File: src/rtl/frame_diff_pkg.sv
// Shared types and helpers for the frame diff scanner.
package frame_diff_pkg;

  typedef enum logic [1:0] {
    IDLE      = 2'd0,
    SCAN      = 2'd1,
    WAIT_CMD  = 2'd2,
    FRAME_END = 2'd3
  } state_t;

  localparam int CODE_BG = 0;

  // Coordinate width; a one-tile axis still needs a one-bit counter.
  function automatic int coord_w(input int n);
    return (n > 1) ? $clog2(n) : 1;
  endfunction

endpackage

File: src/rtl/obj_priority_enc.sv
// Combinational priority encoder: object index 0 wins, code = index+1, 0 = background.
module obj_priority_enc
  import frame_diff_pkg::*;
#(
  parameter int OBJ_N  = 4,
  parameter int CODE_W = 3
) (
  input  logic [OBJ_N-1:0]  obj_hit,
  output logic [CODE_W-1:0] code
);

  if ((2 ** CODE_W) <= OBJ_N) begin : g_code_w_check
    $error("obj_priority_enc: CODE_W too small to encode OBJ_N objects plus background");
  end

  // Scan from lowest priority upward so the highest-priority hit is written last.
  always_comb begin
    code = CODE_W'(CODE_BG);
    for (int i = OBJ_N - 1; i >= 0; i--) begin
      if (obj_hit[i]) code = CODE_W'(i + 1);
    end
  end

endmodule

File: src/rtl/frame_diff_scanner.sv
// Raster scan of the tile grid, emitting changed cells to the display command engine.
// Optional draw counter output enabled by defining FRAME_DIFF_STATS_EN.
//
// state     | meaning
// IDLE      | waiting for update_tick or a forced redraw
// SCAN      | one cell per cycle, compare against the stored frame
// WAIT_CMD  | diff issued, holding the cell until cmd_done
// FRAME_END | last cell done, pulse frame_done
module frame_diff_scanner
  import frame_diff_pkg::*;
#(
  parameter int GRID_W = 16,
  parameter int GRID_H = 12,
  parameter int OBJ_N  = 4,
  parameter int CODE_W = 3
) (
  input  logic                            clk,
  input  logic                            rst,
  input  logic [OBJ_N-1:0]                obj_hit,
  input  logic                            update_tick,
  input  logic                            cmd_done,
  input  logic                            game_over,
  input  logic                            mode_pb,
  output logic [coord_w(GRID_W)-1:0]      x,
  output logic [coord_w(GRID_H)-1:0]      y,
  output logic [CODE_W-1:0]               obj_code,
  output logic                            diff,
  output logic                            enable_loop,
  output logic                            init_cycle,
  output logic                            frame_done,
  output logic                            sync_reset
`ifdef FRAME_DIFF_STATS_EN
  ,
  output logic [$clog2(GRID_W*GRID_H+1)-1:0] draw_count
`endif
);

  localparam int XW    = coord_w(GRID_W);
  localparam int YW    = coord_w(GRID_H);
  localparam int CELLS = GRID_W * GRID_H;
  localparam int IDXW  = coord_w(CELLS);

  state_t              r_state;
  logic [XW-1:0]       r_x;
  logic [YW-1:0]       r_y;
  logic [CODE_W-1:0]   r_obj_code;
  logic                r_diff;
  logic                r_init;
  logic                r_sync_reset;
  logic                r_restart_pend;
  logic                r_go_d;
  logic                r_pb_d;
  logic [CODE_W-1:0]   r_map [CELLS];

  logic [CODE_W-1:0]   w_code;
  logic [CODE_W-1:0]   w_map_code;
  logic [IDXW-1:0]     w_idx;
  logic                w_last_x;
  logic                w_last_cell;
  logic [XW-1:0]       w_x_next;
  logic [YW-1:0]       w_y_next;
  logic                w_restart_edge;
  logic                w_take_restart;
  logic                w_map_we;

  obj_priority_enc #(
    .OBJ_N  (OBJ_N),
    .CODE_W (CODE_W)
  ) u_enc (
    .obj_hit (obj_hit),
    .code    (w_code)
  );

  assign w_idx       = IDXW'(int'(r_y) * GRID_W + int'(r_x));
  assign w_map_code  = r_map[w_idx];
  assign w_last_x    = (r_x == XW'(GRID_W - 1));
  assign w_last_cell = w_last_x && (r_y == YW'(GRID_H - 1));
  assign w_x_next    = w_last_x ? '0 : r_x + 1'b1;
  assign w_y_next    = w_last_x ? r_y + 1'b1 : r_y;

  assign w_restart_edge = (game_over & ~r_go_d) | (mode_pb & ~r_pb_d);

  // A restart seen during WAIT_CMD waits for the display transaction to finish.
  always_comb begin
    w_take_restart = 1'b0;
    unique case (r_state)
      IDLE, SCAN, FRAME_END: w_take_restart = w_restart_edge;
      WAIT_CMD:              w_take_restart = cmd_done & (w_restart_edge | r_restart_pend);
      default:               w_take_restart = 1'b0;
    endcase
  end

  assign w_map_we = (r_state == SCAN) && !w_take_restart && (r_init || (w_code != w_map_code));

  always_ff @(posedge clk or posedge rst) begin
    if (rst) begin
      r_state        <= IDLE;
      r_x            <= '0;
      r_y            <= '0;
      r_obj_code     <= CODE_W'(CODE_BG);
      r_diff         <= 1'b0;
      r_init         <= 1'b1;
      r_sync_reset   <= 1'b0;
      r_restart_pend <= 1'b0;
      r_go_d         <= 1'b0;
      r_pb_d         <= 1'b0;
    end else begin
      r_go_d       <= game_over;
      r_pb_d       <= mode_pb;
      r_diff       <= 1'b0;
      r_sync_reset <= 1'b0;
      if (w_take_restart) begin
        r_sync_reset   <= 1'b1;
        r_init         <= 1'b1;
        r_x            <= '0;
        r_y            <= '0;
        r_restart_pend <= 1'b0;
        r_state        <= IDLE;
      end else begin
        unique case (r_state)
          IDLE: begin
            r_x <= '0;
            r_y <= '0;
            if (update_tick || r_init) r_state <= SCAN;
          end
          SCAN: begin
            if (w_map_we) begin
              r_obj_code <= w_code;
              r_diff     <= 1'b1;
              r_state    <= WAIT_CMD;
            end else if (w_last_cell) begin
              r_state <= FRAME_END;
            end else begin
              r_x <= w_x_next;
              r_y <= w_y_next;
            end
          end
          WAIT_CMD: begin
            if (cmd_done) begin
              if (w_last_cell) begin
                r_state <= FRAME_END;
              end else begin
                r_x     <= w_x_next;
                r_y     <= w_y_next;
                r_state <= SCAN;
              end
            end else if (w_restart_edge) begin
              r_restart_pend <= 1'b1;
            end
          end
          FRAME_END: begin
            r_init  <= 1'b0;
            r_x     <= '0;
            r_y     <= '0;
            r_state <= IDLE;
          end
          default: r_state <= IDLE;
        endcase
      end
    end
  end

  // Frame map is intentionally unreset; init_cycle forces a full redraw instead.
  always_ff @(posedge clk) begin
    if (w_map_we) r_map[w_idx] <= w_code;
  end

  assign x           = r_x;
  assign y           = r_y;
  assign obj_code    = r_obj_code;
  assign diff        = r_diff;
  assign init_cycle  = r_init;
  assign sync_reset  = r_sync_reset;
  assign enable_loop = (r_state == SCAN) || (r_state == WAIT_CMD);
  assign frame_done  = (r_state == FRAME_END) && !w_take_restart;

`ifdef FRAME_DIFF_STATS_EN
  localparam int DCW = $clog2(CELLS + 1);

  logic [DCW-1:0] r_draw_run;
  logic [DCW-1:0] r_draw_count;

  always_ff @(posedge clk or posedge rst) begin
    if (rst) begin
      r_draw_run   <= '0;
      r_draw_count <= '0;
    end else if (w_take_restart) begin
      r_draw_run <= '0;
    end else if (frame_done) begin
      r_draw_count <= r_draw_run;
      r_draw_run   <= '0;
    end else if (w_map_we) begin
      r_draw_run <= r_draw_run + 1'b1;
    end
  end

  assign draw_count = r_draw_count;
`endif

endmodule

File: config.mk
export PLATFORM = sky130hd
export DESIGN_NAME = frame_diff_scanner
export DESIGN_NICKNAME = d
export VERILOG_FILES = /design/src/rtl/frame_diff_pkg.sv /design/src/rtl/obj_priority_enc.sv /design/src/rtl/frame_diff_scanner.sv
export SDC_FILE = /design/constraint.sdc
export NUM_CORES = 1
export LEC_CHECK = 0
export ABC_AREA = 0
export ABC_CLOCK_PERIOD_IN_PS = 10600
export CAP_MARGIN = 20
export CORE_MARGIN = 1
export CORE_UTILIZATION = 45
export DETAILED_ROUTE_END_ITERATION = 8
export SLEW_MARGIN = 30
export SYNTH_ARGS = -nofsm -noshare
export SYNTH_HDL_FRONTEND = slang
export SYNTH_SLANG_ARGS = --single-unit
File: constraint.sdc
create_clock -name clk -period 10.6 [get_ports clk]
set_input_delay 1.06 -clock clk [delete_from_list [all_inputs] [get_ports clk]]
set_output_delay 1.06 -clock clk [all_outputs]
set_load 0.02 [all_outputs]
; Word-level counts from Yosys, hierarchy flattened
; Memories as Yosys holds them, arrays and structs flattened.
; Index checks and enable logic that the tools add are counted.
[word_totals]
regBits = 19
mem_bits_rw = 576
input_bits = 10
wordCells = 86
memories = 1
[memory_table]
columns = name, depth, word_bits, rd, rd_ports_with_merged_regs, wr, line
row1 = r_map, 192, 3, 1, 0, 1, frame_diff_scanner.sv:53  ; logic [CODE_W-1:0] r_map [CELLS];
[op_classes]
add_sub_neg = 3
n_eq_ne = 11
muxes = 35
bitwise_logic = 8
reduce_logical = 18
[ops]
columns = operator, n
row1 = $mux 4, 10
row2 = $pmux 4 s3, 2
row3 = $mux 2, 6
row4 = $mux 3, 4
row5 = $mux 1, 11
row6 = $ne 3x3->1 const B, 3
row7 = $reduce_and 3->1, 3
row8 = $add 4x1->4 const B, 2
row9 = $add 8x4->8, 1
row10 = $eq 4x4->1 const B, 2
row11 = $pmux 2 s4, 1
row12 = $reduce_bool 2->1, 3
row13 = $eq 2x2->1 const B, 2
row14 = $logic_and 1x1->1, 4
row15 = $ne 4x4->1 const B, 1
row16 = $and 1x1->1, 3
row17 = $logic_or 1x1->1, 3
row18 = $ne 3x3->1, 1
row19 = $not 1->1, 3
row20 = $reduce_or 3->1, 1
row21 = $eq 2x1->1 const B, 1
row22 = $logic_not 2->1, 1
row23 = $ne 2x1->1 const B, 1
row24 = $or 1x1->1, 2
row25 = other kinds (4), 4

; Logic depth before layout (Yosys ltp)
; Gate-level depths: netlist (run 1).
[logic_depth]
word_depth = 12
depth_mapped = 16
depth_no_buf = 11

; Hierarchy
; From an unflattened synthesis (run 1), not the netlist that was laid out.
[hier_totals]
hier_cells = 1403
hier_area_um2 = 24955.2
[by_module_without_submodules]
columns = module, instances, cells_each, area_each_um2
row1 = frame_diff_scanner, 1, 1398, 24920.2
row2 = obj_priority_enc, 1, 5, 35.0

; Least setup slack after synthesis (run 1)
; No wires, ideal clock.
[synth_timing]
path_kind = input port to flip-flop
from = in obj_hit[0]
to = mem r_map[0][2] (data pin)
setup_time_ns = 2.378
t_arrival_ns = 12.357
t_required_ns = 8.222
slack_ns = -4.135
stages = 1
path_buffers = 0
path_cell_list = nor4b_1
[synth_between]
elab_chain_cells = 1
[synth_lines]
columns = item, line
row1 = from (decl), frame_diff_scanner.sv:19  ; input logic [OBJ_N-1:0] obj_hit,
row2 = $mux 3, obj_priority_enc.sv:20  ; if (obj_hit[i]) code = CODE_W'(i + 1);
row3 = to (decl), frame_diff_scanner.sv:53
; Every way passes these cells.

; Worst setup path after layout (run 1)
[layout_timing]
from = reg r_x[3] (netlist: x[3])
to = mem r_map[40][2], enable pin
[layout_between]
elab_chain_cells = 7
[layout_lines]
columns = item, line
row1 = from (decl), frame_diff_scanner.sv:44  ; logic [XW-1:0] r_x;
row2 = from (signal assigned), frame_diff_scanner.sv:134  ; r_x <= w_x_next;
row3 = from (signal assigned), frame_diff_scanner.sv:143  ; r_x <= w_x_next;
row4 = $add 8x4->8 (*), frame_diff_scanner.sv:74  ; assign w_idx = IDXW'(int'(r_y) * GRID_W + int'(r_x));
row5 = $mem_v2 192x3, n/a
row6 = $ne 3x3->1, frame_diff_scanner.sv:93  ; assign w_map_we = (r_state == SCAN) && !w_take_restart && (r_init || (w_code != w_map_code));
row7 = $logic_or 1x1->1, frame_diff_scanner.sv:93
row8 = $logic_and 1x1->1, frame_diff_scanner.sv:93
row9 = $mux 1, frame_diff_scanner.sv:165  ; if (w_map_we) r_map[w_idx] <= w_code;
row10 = $mux 1 (implied by the code), frame_diff_scanner.sv:165
; Mark *: on every way between the ends. The rest lies on a longest branch, timed or not.

==> impl_metrics.env, run 1 <==
export IMPL_final_setup_viol_count=0
export IMPL_final_cell_mix="edfxtp_1, mux2i_1, nor3_1, mux4_2, nand2_1"
export IMPL_fill_cells=4575
export IMPL_synth_warnings=0
export IMPL_grt_max_degree=193
export IMPL_cts_root_buf="clkbuf_16"
export IMPL_cts_buffers=59
export IMPL_max_vdd_ir_drop_uv=151
export IMPL_cts_tree="done"
export IMPL_grt_pass1_wl_um=97900
export IMPL_path_cells="buf_4 -> and2_1 -> a22oi_1 -> nand3_1 -> a41oi_1 -> a2111oi_0 -> and3_1 -> o22ai_4 -> o21ai_4 -> buf_4 -> buf_4 -> nor3_1"
export IMPL_rows=86
export IMPL_firstDrtPassIters=7
export IMPL_die_w_um=239
export IMPL_clkTransAtPathRegs_ps=60
export IMPL_yosys_mux_area_fraction_pct=13.0
export IMPL_cpLargestDelayFamily="buffers and inverters"
export IMPL_num_nets_final=1538
export IMPL_worstMarginPinSlew_ps=1050
export IMPL_crit_type="flop to flop"
export IMPL_clockBufferDepth=3
export IMPL_syn_area_per_cell_um2=16.6
export IMPL_syn_inst=1515
export IMPL_grt_pass1_vias=14200
export IMPL_crit_path_top_delay_cell="a2111oi_0"
export IMPL_critPathMaxFanout=69
export IMPL_hold_path_class="flop to flop"
export IMPL_layout_cells_non_filler=2310
export IMPL_cts_hold_buf=0
export IMPL_antenna_cells=0
export IMPL_yosys_top_cells_area="edfxtp_1, mux4_2, mux2i_1"
export IMPL_synth_simple_gate_area_share_pct=8.01
export IMPL_antenna_found_initial=3
export IMPL_ioPinCount=26
export IMPL_ys_async_sr_fraction_pct=3.19
export IMPL_clock_sinks=595
export IMPL_drtIter0Drc=1677
export IMPL_post_cts_buffers=0
export IMPL_ys_ff_latch=595
export IMPL_place_gp_congestion=0.916
export IMPL_rsz0062_at_grt="no"
export IMPL_cp_end_kind="flop"
export IMPL_final_common_cell="edfxtp_1"
export IMPL_fin_skew_ps=21.1
export IMPL_tns_ps=0
export IMPL_p_total_mw=5.75
export IMPL_status="finished, final reports clean"
export IMPL_place_hpwl_um=40800
export IMPL_vias=14400
export IMPL_clock_latency_ps=630
export IMPL_wirelength_um=66800
export IMPL_overflow=0
export IMPL_drcViolationCount=0
export IMPL_max_freq_mhz=152
export IMPL_antenna_left=0
export IMPL_dp_cells=2203
export IMPL_grt_util_all_layers_pct=23.8
export IMPL_cts_htree_levels=2
export IMPL_synth_edf_count=576
export IMPL_dieArea_um2=57000
export IMPL_maxCapViolCount=0
export IMPL_yosys_area_share_adder_pct=0.595
export IMPL_routedWlPerCell_um=28.9
export IMPL_slew_viol_final=0
export IMPL_post_cts_resize_count=0
export IMPL_fin_crit_ps=6590
export IMPL_min_period_over_period_pct=62.1
export IMPL_relSlewSlack_pct=29.6
export IMPL_cp_arrival_ps=6900
export IMPL_core_area_um2=55200
export IMPL_syn_nets=1537
export IMPL_critical_path_max_stage_delay_ps=860
export IMPL_synth_top_family_by_area="multiplexers"
export IMPL_initial_core_util_pct=45.7
export IMPL_port_buffers=25
export IMPL_synth_top_cell_area_share_pct=68.6
export IMPL_netlist_area_um2=25200
export IMPL_synth_xor_area_share_pct=0
export IMPL_synth_compound_area_share_pct=5.10
export IMPL_synth_top_cell_by_area="edfxtp_1"
export IMPL_hold_viol=0
export IMPL_path_common_cell="buf_4"
export IMPL_crit_buf_inv=3
export IMPL_synth_ff_type="edfxtp_1"
export IMPL_ys_seq_area_share_pct=70.5
export IMPL_syn2layout_area_growth_pct=11.1
export IMPL_p_per_area_nw_per_um2=205
export IMPL_drt_vias_per_instance=6.23
export IMPL_final_layout_size_suffix_gt1_share_pct=15.1
export IMPL_power_leakage_nw=8.25
export IMPL_fp_dieH_um=239
export IMPL_critPathRequiredTime_ps=10920
export IMPL_worstSetupStartpointType="flop"
export IMPL_synth_distinct_cells=67
==> where the power goes <==
group          total, mW  internal [mW]  leakage (nW)  switching (mW)
logic               1.01          0.340          2.05           0.672
clock network       2.10           1.22         0.949           0.877
registers           2.64           2.60          5.25          0.0363
==> synthesized netlist by cell type (10+ instances only) <==
library cell,number
edfxtp_1,576
nor2b_1,10
a21oi_1,17
dfrtp_1,18
nand3_1,36
buf_4,10
clkbuf_1,50
and4_1,36
inv_1,16
and2_1,16
nor3_1,121
o21ai_0,11
mux4_2,76
buf_2,31
nand2_1,69
mux2i_1,137
buf_6,18
nor2_1,43
nor4_1,23
a221oi_1,11
mux2_2,13
a22oi_1,46
ha_1,12
==> layer usage <==
layer  up-vias  global-route usage [%]  part of all wire [%]
met1      7435                    34.1                    43
met5         -                       0                 0.018
met4         2                    7.67                   3.1
met2       694                    37.0                    47
li1       6150                       -                     -
met3       119                    4.01                   7.7
==> per-stage QoR <==
step / hold slack (ps) / cell area, um^2 / setup slack (ps) / utilization, %
detailed placement: 504 / 26100 / 3940 / 47.2
floorplan: 537 / 25200 / 1780 / -
global route: 540 / 28000 / 3690 / 50.7
finish: 512 / 28000 / 4010 / 50.7
global placement: 499 / 26000 / 4060 / 47.2
CTS: 517 / 28000 / 3970 / 50.7
==> sequential cells by signal, indices dropped and copies added (netlist names) <==
signal          count
r_map             576
x                   4
y                   4
obj_code            3
r_state             2
diff                1
init_cycle          1
r_go_d              1
r_pb_d              1
r_restart_pend      1
sync_reset          1
==> worst paths after layout <==
kind                                   from      endpoint  slack (ps)  cells after the start
worst max-delay path                   x[3]  r_map[40][2]        4010                     12
worst min-delay path            obj_code[0]   obj_code[0]         510                      1
worst max register to register         x[3]  r_map[40][2]        4010                     12
worst min register to register  obj_code[0]   obj_code[0]         510                      1
max in group asynchronous               rst          x[0]        9130                      2
min in group asynchronous               rst          y[2]         890                      2
==> worst reg2reg max path: stages (launching register included) <==
cell       delay (ps)
dfrtp_4           770
buf_4             810
and2_1            860
a22oi_1           220
nand3_1           130
a41oi_1           170
a2111oi_0         870
and3_1            360
o22ai_4           160
o21ai_4           160
buf_4             660
buf_4             820
nor3_1            310
==> logic make-up after synthesis <==
kind of cell / after synthesis
AO/OA/AOI/OAI: 166
adder cells (fa/ha/maj): 12
buffers and inverters: 132
flip-flops: 595
multiplexers: 229
AND/OR/NAND/NOR: 381
==> area by class of cell <==
class / instances / area (um^2) / share of cell area (%)
Inverter: 18 / 67.6 / 0.241
Sequential cell: 595 / 17800 / 63.5
Clock buffer: 65 / 1520 / 5.43
Clock inverter: 42 / 427 / 1.52
Timing Repair Buffer: 54 / 493 / 1.76
Multi-Input combinational cell: 788 / 6780 / 24.2
Tap cell: 748 / 936 / 3.34
No activity file was read; power rests on OpenSTA's default activity.
==> inputs of run 2 (changes only) <==
- ABC_CLOCK_PERIOD_IN_PS: 10600 -> 6600
- clock period: 10.6 -> 6.6 ns (I/O delays scaled with it)
==> run 2 against run 1 <==
Net effect: sequential share of layout area about the same; final cell count increased by 0.43%; worst setup slack got worse by 3000 ps; core utilization about the same; non-clock buffer count increased by 6; global-route usage about the same; largest power group unchanged; critical path type unchanged; worst hold slack got worse by 30 ps.
==> impl_metrics.env, run 2 (synthesis results as in run 1) <==
export IMPL_critPathMaxFanout=131
export IMPL_overflow=0
export IMPL_place_hpwl_um=40400
export IMPL_cts_hold_buf=0
export IMPL_grt_max_degree=194
export IMPL_r2r_end="r_map[71][1]"
export IMPL_grt_util_all_layers_pct=23.8
export IMPL_fp_dieH_um=239
export IMPL_hold_viol=0
export IMPL_drtIter0Drc=1586
export IMPL_max_freq_mhz=180
export IMPL_grt_pass1_vias=14200
export IMPL_vias=14500
export IMPL_layout_cells_non_filler=2320
export IMPL_routedWlPerCell_um=28.9
export IMPL_largest_reg_flops=576
export IMPL_r2r_slack_ps=1040
export IMPL_tns_ps=0
export IMPL_cts_tree="done"
export IMPL_crit_type="flop to flop"
export IMPL_post_cts_resize_count=0
export IMPL_r2r_cells=10
export IMPL_startpoint="x[0]"
export IMPL_cp_end_kind="flop"
export IMPL_slew_viol_final=0
export IMPL_final_layout_size_suffix_gt1_share_pct=14.7
export IMPL_rows=86
export IMPL_die_w_um=239
export IMPL_pre_cts_ws_ps=964
export IMPL_cp_endpoint="r_map[71][1]"
export IMPL_critPathRequiredTime_ps=6840
export IMPL_antenna_left=0
export IMPL_clkTransAtPathRegs_ps=60
export IMPL_final_common_cell="edfxtp_1"
export IMPL_clock_latency_ps=620
export IMPL_worstSetupStartpointType="flop"
export IMPL_p_per_area_nw_per_um2=327
export IMPL_fin_skew_ps=17.3
export IMPL_fin_crit_ps=5560
export IMPL_ioPinCount=26
export IMPL_cp_arrival_ps=5810
export IMPL_grt_pass1_wl_um=97500
export IMPL_num_nets_final=1544
export IMPL_setup_ws_ps=1040
export IMPL_final_cell_mix="edfxtp_1, mux2i_1, nor3_1, mux4_2, nand2_1"
export IMPL_hold_path_class="primary input to async pin"
export IMPL_status="finished, final reports clean"
export IMPL_min_period_over_period_pct=84.3
export IMPL_port_buffers=25
export IMPL_firstDrtPassIters=5
export IMPL_drt_vias_per_instance=6.25
export IMPL_r2r_start="x[0]"
export IMPL_maxCapViolCount=0
export IMPL_syn2layout_area_growth_pct=11.0
export IMPL_clock_sinks=595
export IMPL_dieArea_um2=57000
export IMPL_cts_root_buf="clkbuf_16"
export IMPL_final_setup_viol_count=0
export IMPL_dp_cells=2209
export IMPL_rsz0062_at_grt="no"
export IMPL_cts_buffers=59
export IMPL_max_vdd_ir_drop_uv=227
export IMPL_antenna_found_initial=2
export IMPL_power_leakage_nw=8.24
export IMPL_core_area_um2=55200
export IMPL_relSlewSlack_pct=28.9
export IMPL_initial_core_util_pct=45.7
export IMPL_place_gp_congestion=0.891
export IMPL_worstMarginPinSlew_ps=1060
export IMPL_clockBufferDepth=3
export IMPL_drcViolationCount=0
export IMPL_post_cts_buffers=0
export IMPL_cts_htree_levels=2
export IMPL_wirelength_um=67000
export IMPL_top_register="r_map"
run 2: cell count changes in the layout (fill, tap and decap cells not counted), sizes merged:
| cell | previous run | this run |
|---|---|---|
| buf | 29 | 35 |
| clkbuf | 65 | 71 |
| clkinvlp | 5 | 0 |
| clkinv | 28 | 32 |
| bufinv | 8 | 5 |
| diode | 0 | 1 |
| inv | 19 | 20 |
run 2: layout make-up:
cell class | instances | area [um^2]
Timing Repair Buffer | 60 | 588
Sequential cell | 595 | 17800
Inverter | 18 | 67.6
Antenna cell | 1 | 2.50
Clock buffer | 71 | 1520
Multi-Input combinational cell | 788 | 6780
Tap cell | 748 | 936
Clock inverter | 39 | 309
Fill cell | 4463 | 27200
run 2: power by group:
group | internal (mW) | switching [mW] | total, mW | leakage, nW
clock | 1.83 | 1.41 | 3.24 | 0.905
sequential | 4.18 | 0.0795 | 4.26 | 5.25
combinational | 0.563 | 1.08 | 1.64 | 2.09
run 2: per-stage QoR:
| step | hold slack, ps | total power [mW] | utilization, % | area [um^2] |
|---|---|---|---|---|
| after floorplan | 537 | 5.46 | - | 25200 |
| after global placement | 497 | 5.94 | 47.4 | 26100 |
| after detailed placement | 504 | 5.95 | 47.4 | 26100 |
| after CTS | 494 | 9.16 | 50.7 | 28000 |
| after global routing | 510 | 9.41 | 50.7 | 28000 |
| final | 482 | 9.14 | 50.7 | 28000 |
run 2: how the worst min path moves through the flow:
stage / slack (ps) / to / cells past startpoint / from
global route: 510 / r_pb_d / 1 / mode_pb
detailed placement: 500 / obj_code[2] / 1 / obj_code[2]
finish: 480 / r_go_d / 2 / rst
CTS: 490 / r_pb_d / 1 / mode_pb
global placement: 500 / obj_code[1] / 1 / obj_code[1]
floorplan: 540 / r_restart_pend / 2 / r_restart_pend
run 2: layer usage:
metal  part of all wire, %  track usage [%]
met1                    42             33.9
met2                    45             35.9
met3                   9.2             5.28
met4                   3.5             8.43
met5                 0.019                0
run 2: critical path, stage by stage (launching register included):
cell and delay (ps):
dfrtp_4 820, buf_4 450, mux4_2 570, a211oi_1 440
a221oi_1 240, a2111oi_0 690, a21oi_1 250, o22ai_4 370
o21ai_4 110, buf_12 290, nor4_1 810
